<file path="src/rtl/func_sqrt_cbrt_if.sv">
// Operand/request and status/result bundle for the sqrt(a + cbrt(b)) unit.
interface func_sqrt_cbrt_if;
  logic [7:0] a_bi;
  logic [7:0] b_bi;
  logic       start_i;
  logic [1:0] busy_o;
  logic [4:0] y_bo;

  modport master (
    output a_bi,
    output b_bi,
    output start_i,
    input  busy_o,
    input  y_bo
  );

  modport slave (
    input  a_bi,
    input  b_bi,
    input  start_i,
    output busy_o,
    output y_bo
  );
endinterface

</file>
<file path="src/rtl/func_sqrt_cbrt.sv">
// Iterative unit computing y = floor(sqrt(a + floor(cbrt(b)))).
// It runs 3 cube-root steps, then 5 restoring square-root steps. There is no divider.
module func_sqrt_cbrt (
  input  logic            clk_i,
  input  logic            rst_i,
  func_sqrt_cbrt_if.slave bus
);

  typedef enum logic [1:0] {
    IDLE = 2'b00,
    CBRT = 2'b01,
    SQRT = 2'b10
  } state_e;

  state_e     state_q, state_d;
  logic [7:0] a_q, a_d;
  logic [8:0] x_q, x_d;
  logic [2:0] yc_q, yc_d;
  logic [2:0] s_q, s_d;
  logic [8:0] v_q, v_d;
  logic [8:0] r_q, r_d;
  logic [8:0] m_q, m_d;
  logic [4:0] y_q, y_d;

  logic [3:0]  yc2;
  logic [3:0]  yc_new;
  logic [13:0] t_base;
  logic [13:0] t;
  logic [8:0]  sq_b;
  logic [8:0]  r_nx;

  always_comb begin
    state_d = state_q;
    a_d     = a_q;
    x_d     = x_q;
    yc_d    = yc_q;
    s_d     = s_q;
    v_d     = v_q;
    r_d     = r_q;
    m_d     = m_q;
    y_d     = y_q;

    // Trial subtrahend (3*yc*(yc+1)+1) << s. It is kept wide enough that the s=6 shift cannot wrap.
    yc2    = {yc_q, 1'b0};
    t_base = 14'd3 * {10'd0, yc2} * ({10'd0, yc2} + 14'd1) + 14'd1;
    t      = t_base << s_q;
    yc_new = yc2;
    sq_b   = r_q | m_q;
    r_nx   = r_q >> 1;

    case (state_q)
      IDLE: begin
        if (bus.start_i) begin
          a_d     = bus.a_bi;
          x_d     = {1'b0, bus.b_bi};
          yc_d    = 3'd0;
          s_d     = 3'd6;
          state_d = CBRT;
        end
      end
      CBRT: begin
        if ({5'd0, x_q} >= t) begin
          x_d    = x_q - t[8:0];
          yc_new = yc2 + 4'd1;
        end
        yc_d = yc_new[2:0];
        if (s_q == 3'd0) begin
          v_d     = {1'b0, a_q} + {5'd0, yc_new};
          r_d     = 9'd0;
          m_d     = 9'd256;
          s_d     = 3'd0;
          state_d = SQRT;
        end else begin
          s_d = s_q - 3'd3;
        end
      end
      SQRT: begin
        if (v_q >= sq_b) begin
          v_d  = v_q - sq_b;
          r_nx = (r_q >> 1) | m_q;
        end
        r_d = r_nx;
        m_d = m_q >> 2;
        if (m_q == 9'd1) begin
          y_d     = r_nx[4:0];
          state_d = IDLE;
        end
      end
      default: state_d = IDLE;
    endcase
  end

  always_ff @(posedge clk_i or negedge rst_i) begin
    if (!rst_i) begin
      state_q <= IDLE;
      a_q     <= '0;
      x_q     <= '0;
      yc_q    <= '0;
      s_q     <= '0;
      v_q     <= '0;
      r_q     <= '0;
      m_q     <= '0;
      y_q     <= '0;
    end else begin
      state_q <= state_d;
      a_q     <= a_d;
      x_q     <= x_d;
      yc_q    <= yc_d;
      s_q     <= s_d;
      v_q     <= v_d;
      r_q     <= r_d;
      m_q     <= m_d;
      y_q     <= y_d;
    end
  end

  assign bus.busy_o = state_q;
  assign bus.y_bo   = y_q;

endmodule

</file>
<file path="src/flat_wrapper.sv">
// flat-port wrapper written by rule: the top's interface ports become plain ports
module func_sqrt_cbrt_flat 
  (clk_i, rst_i, bus_a_bi, bus_b_bi, bus_start_i, bus_busy_o, bus_y_bo);
  func_sqrt_cbrt_if bus_i ();
  input  logic clk_i;
  input  logic rst_i;
  input wire logic [$bits(bus_i.a_bi)-1:0] bus_a_bi;
  input wire logic [$bits(bus_i.b_bi)-1:0] bus_b_bi;
  input wire logic [$bits(bus_i.start_i)-1:0] bus_start_i;
  output wire logic [$bits(bus_i.busy_o)-1:0] bus_busy_o;
  output wire logic [$bits(bus_i.y_bo)-1:0] bus_y_bo;
  assign bus_i.a_bi = bus_a_bi;
  assign bus_i.b_bi = bus_b_bi;
  assign bus_i.start_i = bus_start_i;
  assign bus_busy_o = bus_i.busy_o;
  assign bus_y_bo = bus_i.y_bo;
  func_sqrt_cbrt u_core (.clk_i(clk_i), .rst_i(rst_i), .bus(bus_i));
endmodule
</file>
<file path="config.mk">
export PLATFORM = sky130hd
export DESIGN_NAME = func_sqrt_cbrt_flat
export DESIGN_NICKNAME = d
export VERILOG_FILES = /design/src/rtl/func_sqrt_cbrt_if.sv /design/src/rtl/func_sqrt_cbrt.sv /design/src/flat_wrapper.sv
export SDC_FILE = /design/constraint.sdc
export NUM_CORES = 1
export LEC_CHECK = 0
export ABC_AREA = 1
export CORE_UTILIZATION = 50
export DETAILED_ROUTE_END_ITERATION = 16
export PLACE_DENSITY = 0.7
export SLEW_MARGIN = 0
export SYNTH_ARGS = -nofsm -noshare
export SYNTH_HDL_FRONTEND = slang
export SYNTH_SLANG_ARGS = --single-unit
</file>
<file path="constraint.sdc">
create_clock -name clk_i -period 12.1 [get_ports clk_i]
set_input_delay 2.42 -clock clk_i [delete_from_list [all_inputs] [get_ports clk_i]]
set_output_delay 2.42 -clock clk_i [all_outputs]
set_load 0.05 [all_outputs]
</file>
==> results of run 1 <==
-- cell type report --
| type | instances | area (µm²) | area share [%] |
|---|---|---|---|
| Inverter | 79 | 297 | 6.17 |
| Tap cell | 105 | 131 | 2.73 |
| Timing Repair Buffer | 27 | 260 | 5.41 |
| Sequential cell | 53 | 1330 | 27.6 |
| Clock inverter | 3 | 28.8 | 0.598 |
| Clock buffer | 5 | 68.8 | 1.43 |
| Multi-Input combinational cell | 445 | 2700 | 56.1 |
-- flip-flops by register name, indices dropped and copies added, names as in the netlist --
name               flops
u_core.a_q             8
u_core.m_q             5
u_core.bus.y_bo        5
u_core.bus.busy_o      2
u_core.s_q             3
u_core.x_q             9
u_core.v_q             9
u_core.r_q             9
u_core.yc_q            3
-- power groups by stage --
| stage | Clock, W | Sequential, W | Combinational [W] |
|---|---|---|---|
| 6_report | 0.000112 | 0.000318 | 0.000907 |
| 5_1_grt | 0.000125 | 0.000329 | 0.00105 |
| 4_1_cts | 0.000116 | 0.000318 | 0.000910 |
| 3_5_place_dp | 0 | 0.000322 | 0.000905 |
| 3_3_place_gp | 0 | 0.000320 | 0.000890 |
| 2_1_floorplan | 0 | 0.000317 | 0.000722 |
-- kinds of logic after synthesis --
family / after synthesis / share of synthesized area (%)
multiplexers: 1 / 0.227
adder cells (fa/ha/maj): 58 / 18.0
buffers and inverters: 90 / 8.74
XOR/XNOR: 11 / 2.19
AND/OR/NAND/NOR: 258 / 25.6
AO/OA/AOI/OAI: 117 / 15.1
flip-flops: 53 / 30.1
-- stage by stage --
stage	std cells	hold WS, ns
floorplan	588	0.442
global placement	709	0.455
detailed placement	709	0.470
CTS	717	0.496
global route	717	0.513
finish	717	0.494
-- critical path: cells and delay by family (launching register included) --
kind,cells,cell delay (ns)
fa+ha+maj,8,2.89
compound gates,8,0.96
simple gates,18,1.99
xor+xnor,1,0.15
flops,1,0.64
buf+inv,4,0.32
-- layer usage --
metal	wire (µm)	share of wire [%]	global-route usage (%)	vias to the layer above
met4	167	1.8	6.47	0
met3	318	3.4	2.92	17
met1	4340	46	29.0	1771
li1	-	-	-	1973
met5	0	0	0	-
met2	4530	48	40.6	61
-- how the worst max path moves through the flow --
stage | from | end | cells after the start
floorplan | u_core.yc_q[1]$_DFFE_PN0P_ | u_core.v_q[7]$_DFFE_PN0P_ | 39
global placement | u_core.yc_q[0]$_DFFE_PN0P_ | u_core.v_q[7]$_DFFE_PN0P_ | 39
detailed placement | u_core.yc_q[0]$_DFFE_PN0P_ | u_core.v_q[7]$_DFFE_PN0P_ | 39
CTS | u_core.yc_q[0]$_DFFE_PN0P_ | u_core.v_q[7]$_DFFE_PN0P_ | 39
global route | u_core.yc_q[0]$_DFFE_PN0P_ | u_core.v_q[7]$_DFFE_PN0P_ | 39
finish | u_core.yc_q[0]$_DFFE_PN0P_ | u_core.v_q[7]$_DFFE_PN0P_ | 39
-- placed cells by master (no fill, tap or decap), types with 4 or more instances in the layout --
cell / Yosys / routed
nand2_1: 152 / 152
inv_1: 71 / 71
dfrtp_1: 53 / 53
o21ai_0: 51 / 51
ha_1: 49 / 49
nor2_1: 39 / 39
nand3_1: 32 / 32
a21oi_1: 29 / 29
clkdlybuf4s50_1: 0 / 24
o22ai_1: 15 / 15
nand2_2: 10 / 10
fa_1: 9 / 9
xor2_1: 7 / 7
nor3_1: 7 / 7
clkbuf_8: 2 / 5
xnor2_1: 4 / 4
inv_2: 4 / 4
clkinv_1: 4 / 4
o21a_1: 4 / 4
==> flow_summary.yaml, run 1 <==
min_path:
  hold_path.class: "reg -> reg"
  whs_path_depth: 2
  min_from: "u_core.x_q[0]$_DFFE_PN0P_"
  hold_end: "u_core.x_q[0]$_DFFE_PN0P_"
synthesis:
  synth_top_cells_by_count: "nand2_1 (152), inv_1 (71), dfrtp_1 (53)"
  ys_ff_latch: 53
  synth_cell_types: 43
  yosysWarnings: 0
  synthArstFlopShare_pct: 100
  syn_area_um2: 4410
  syn-num-nets: 665
  synth_seq_area_share_pct: 30.1
  ys_dominant_reg_cell: "dfrtp_1"
  synth_top_area_share_pct: 30.1
  synth-edff-count: 0
  synthTopCellsByArea: "dfrtp_1 (30%), ha_1 (14%), nand2_1 (13%)"
  yosysMostFrequentCell: "nand2_1"
  netlist_instances: 588
  synth.largest_area_cell: "dfrtp_1"
  avgSynthCellArea_um2: 7.50
global_route:
  gr-total-overflow: 0
  grt_use_total_pct: 22.8
  grt_pass1_wl_um: 16500
  antenna_found_initial: 0
  grt_pass1_vias: 3712
  grt_max_degree: 54
place:
  dpl-instance-area_um2: 4710
  dpl.hpwl_um: 7290
  place_congestion: 0.894
  pre_cts_ws_ns: 5.00
  io_buffers: 25
power_and_ir_drop:
  power.leakage_nw: 2.47
  p_comb_share_pct: 67.8
  power_density_nw_per_um2: 278
  swShare_pct: 52.7
  seqPwrFrac_pct: 23.8
  irDropWorstVdd_mv: 0.151
  p_int_w: 0.000632
  power_w: 0.00134
  p_sw_w: 0.000705
  p_clk_share_pct: 8.4
finish:
  final_util_pct: 57.4
  drive_gt1_share_pct: 6.54
  finalNetCount: 688
  n_antenna_cell: 0
  n_fill_cell: 823
  area_growth_syn_to_layout_pct: 9.08
  final_area_um2: 4810
floorplan:
  num_rows: 33
  die-area_um2: 9200
  start_util_pct: 52.6
  dieWidth_um: 95.9
  die_height_um: 95.9
  core-area_um2: 8380
  io_pins: 26
drt:
  via_per_inst: 5.33
  wl_per_cell_um: 13.0
  ant_nets: 0
  drtPass1Iterations: 4
  via_count: 3822
  drt_drc_violations_left: 0
  drt-initial-drc-count: 115
  routed_wl_um: 9360
clocking:
  path_clk_slew_ns: 0.11
  root_buffer: "clkbuf_8"
  cts_tree: "yes"
  htree_num_levels: 2
  numClockSinks: 53
  insertion_delay_ns: 0.32
  ctsResizeCount: 0
  postCtsSetupRepairBufs: 0
  cts_buffers: 5
  cts_hold_buf: 0
  clockBufferDepth: 2
worst_setup_path:
  crit_top_cell: "nand2_1"
  end_kind: "flop"
  critPathLaunchType: "flop"
  worstPathArrival_ns: 7.28
  critPathKind: "reg -> reg"
  r2r_start: "u_core.yc_q[0]$_DFFE_PN0P_"
  ff2ff_setup_slack_ns: 5.00
  rr_endpoint: "u_core.v_q[7]$_DFFE_PN0P_"
  reg2reg_depth: 39
  cp_max_fo: 16
  slowest_stage: "dfrtp_1"
  slowest_delay_ns: 0.64
  required_ns: 12.28
timing:
  min_period_over_period_pct: 58.7
  setup_viol: 0
  setup_ws_ns: 5.00
  rsz0062_at_grt: "false"
  finalMaxSlewViolations: 0
  worst_pin_slew_ns: 0.710
  relSlewSlack_pct: 52.7
  finalSetupTns_ns: 0
  finalClockSkew_ns: 0.00997
  period_needed_ns: 7.10
  fmax_mhz: 141
  hold_viol_final: 0
flow_run:
  max_cap_violations: 0
status:
  outcome: "complete, no violations"
Power figures use the tool's default switching activity.
==> inputs of run 2 (changes only) <==
==> constraint.sdc (replaced) <==
create_clock -name clk_i -period 6.6 [get_ports clk_i]
set_input_delay 1.32 -clock clk_i [delete_from_list [all_inputs] [get_ports clk_i]]
set_output_delay 1.32 -clock clk_i [all_outputs]
set_load 0.05 [all_outputs]
==> flow_summary.yaml, run 2 (same netlist as run 1, synthesis figures left out) <==
finish:
  finalNonFillerCells: 728
  final_common_cell: "nand2_1"
  top_regs: "u_core.r_q (9), u_core.v_q (9), u_core.x_q (9)"
  area_growth_syn_to_layout_pct: 14.0
  final_area_um2: 5020
  finalNetCount: 699
  n_antenna_cell: 0
  final_cell_mix: "nand2_1 (148), inv_1 (69), dfrtp_1 (53)"
  drive_gt1_share_pct: 12.5
worst_setup_path:
  worstPathArrival_ns: 6.43
  slowest_stage: "fa_1"
  critPathKind: "reg -> reg"
  ff2ff_setup_slack_ns: 0.42
  r2r_start: "u_core.yc_q[1]$_DFFE_PN0P_"
  slowest_delay_ns: 0.54
  crit_top_cell: "nand2_1"
  cp_max_fo: 4
  required_ns: 6.85
  end_kind: "flop"
  reg2reg_depth: 42
  rr_endpoint: "u_core.v_q[6]$_DFFE_PN0P_"
  critPathLaunchType: "flop"
timing:
  setup_viol: 0
  worst_pin_slew_ns: 0.717
  finalClockSkew_ns: 0.0132
  relSlewSlack_pct: 52.2
  fmax_mhz: 162
  min_period_over_period_pct: 93.6
  hold_viol_final: 0
  finalMaxSlewViolations: 0
  period_needed_ns: 6.18
  setup_ws_ns: 0.421
  hold_ws_ns: 0.496
drt:
  ant_nets: 0
  via_count: 3896
  routed_wl_um: 9810
  drtPass1Iterations: 4
  wl_per_cell_um: 13.5
  via_per_inst: 5.35
  drt_drc_violations_left: 0
  drt-initial-drc-count: 150
power_and_ir_drop:
  p_sw_w: 0.00138
  power_density_nw_per_um2: 523
  power.leakage_nw: 2.53
  irDropWorstVdd_mv: 0.339
  p_clk_share_pct: 7.8
  swShare_pct: 52.6
  p_int_w: 0.00125
  p_comb_share_pct: 70.5
  power_w: 0.00263
  seqPwrFrac_pct: 21.7
clocking:
  htree_num_levels: 2
  cts_hold_buf: 0
  root_buffer: "clkbuf_8"
  numClockSinks: 53
  cts_buffers: 5
  clockBufferDepth: 2
  cts_tree: "yes"
  path_clk_slew_ns: 0.11
  insertion_delay_ns: 0.32
min_path:
  whs_path_depth: 2
  hold_path.class: "reg -> reg"
  hold_end: "u_core.x_q[0]$_DFFE_PN0P_"
  min_from: "u_core.x_q[0]$_DFFE_PN0P_"
place:
  dpl.cell_count: 714
  pre_cts_ws_ns: -0.108
  io_buffers: 25
  dpl-instance-area_um2: 4750
  place_congestion: 0.927
  dpl.hpwl_um: 7360
floorplan:
  num_rows: 33
  die_height_um: 95.9
  core-area_um2: 8380
  start_util_pct: 52.6
  die-area_um2: 9200
  dieWidth_um: 95.9
  io_pins: 26
global_route:
  grt_pass1_wl_um: 16200
  grt_pass1_vias: 3803
  gr-total-overflow: 0
  antenna_found_initial: 0
  grt_max_degree: 54
  grt_use_total_pct: 22.6
status:
  outcome: "complete, no violations"
flow_run:
  max_cap_violations: 0
## run 2: layer usage
metal / routed length [µm] / up-vias / part of all wire [%] / track usage, %
met2: 4920 / 64 / 50 / 40.5
met5: 0 / - / 0 / 0
met3: 280 / 15 / 2.9 / 4.03
met1: 4460 / 1821 / 45 / 27.5
li1: - / 1996 / - / -
met4: 144 / 0 / 1.5 / 7.09
## run 2: cell type report
cell class	count	area [µm²]
clock buffers	5	68.8
clock inverters	3	28.8
fillers	740	3360
inverters	79	297
multi-input cells	445	2830
flip-flops and latches	53	1330
well taps	105	131
repair buffers	38	343
## run 2: how the worst max path moves through the flow
stage | startpoint | endpoint | slack [ns] | cells after the start
2_1_floorplan | u_core.yc_q[1]$_DFFE_PN0P_ | u_core.v_q[7]$_DFFE_PN0P_ | 0.29 | 39
3_3_place_gp | u_core.yc_q[1]$_DFFE_PN0P_ | u_core.v_q[7]$_DFFE_PN0P_ | 0.1 | 39
3_5_place_dp | u_core.yc_q[1]$_DFFE_PN0P_ | u_core.v_q[7]$_DFFE_PN0P_ | -0.11 | 39
4_1_cts | u_core.yc_q[1]$_DFFE_PN0P_ | u_core.v_q[7]$_DFFE_PN0P_ | 0.02 | 42
5_1_grt | u_core.yc_q[1]$_DFFE_PN0P_ | u_core.v_q[6]$_DFFE_PN0P_ | -0.08 | 43
6_report | u_core.yc_q[1]$_DFFE_PN0P_ | u_core.v_q[6]$_DFFE_PN0P_ | 0.42 | 42
## run 2: what timing repair did
item,in CTS,in global routing
cloned,0,0
pin swaps,0,17
endpoints found under the setup margin,3,7
resized for setup,2,32
buffers inserted,0,6
## run 2: power by group through the flow
stage	logic, W	clock network, W	registers (W)
after global routing	0.00211	0.000222	0.000588
after global placement	0.00167	0	0.000568
after floorplan	0.00132	0	0.000582
after detailed placement	0.00171	0	0.000573
after CTS	0.00172	0.000211	0.000567
final	0.00185	0.000204	0.000570
## run 2: worst max-delay path: cells and delay by family (launching register included)
family | cells | cell delay [ns]
AO/OA/AOI/OAI | 6 | 0.68
XOR/XNOR | 1 | 0.15
adder cells (fa/ha/maj) | 9 | 3.00
buffers and inverters | 6 | 0.48
flip-flops | 1 | 0.44
AND/OR/NAND/NOR | 20 | 1.33
## run 2: through the flow
stage                     TNS, ns  util (%)
after global routing       -0.139      59.9
after CTS                       0      58.0
final                           0      59.9
after global placement          0      56.7
after detailed placement   -0.151      56.7
after floorplan                 0         -
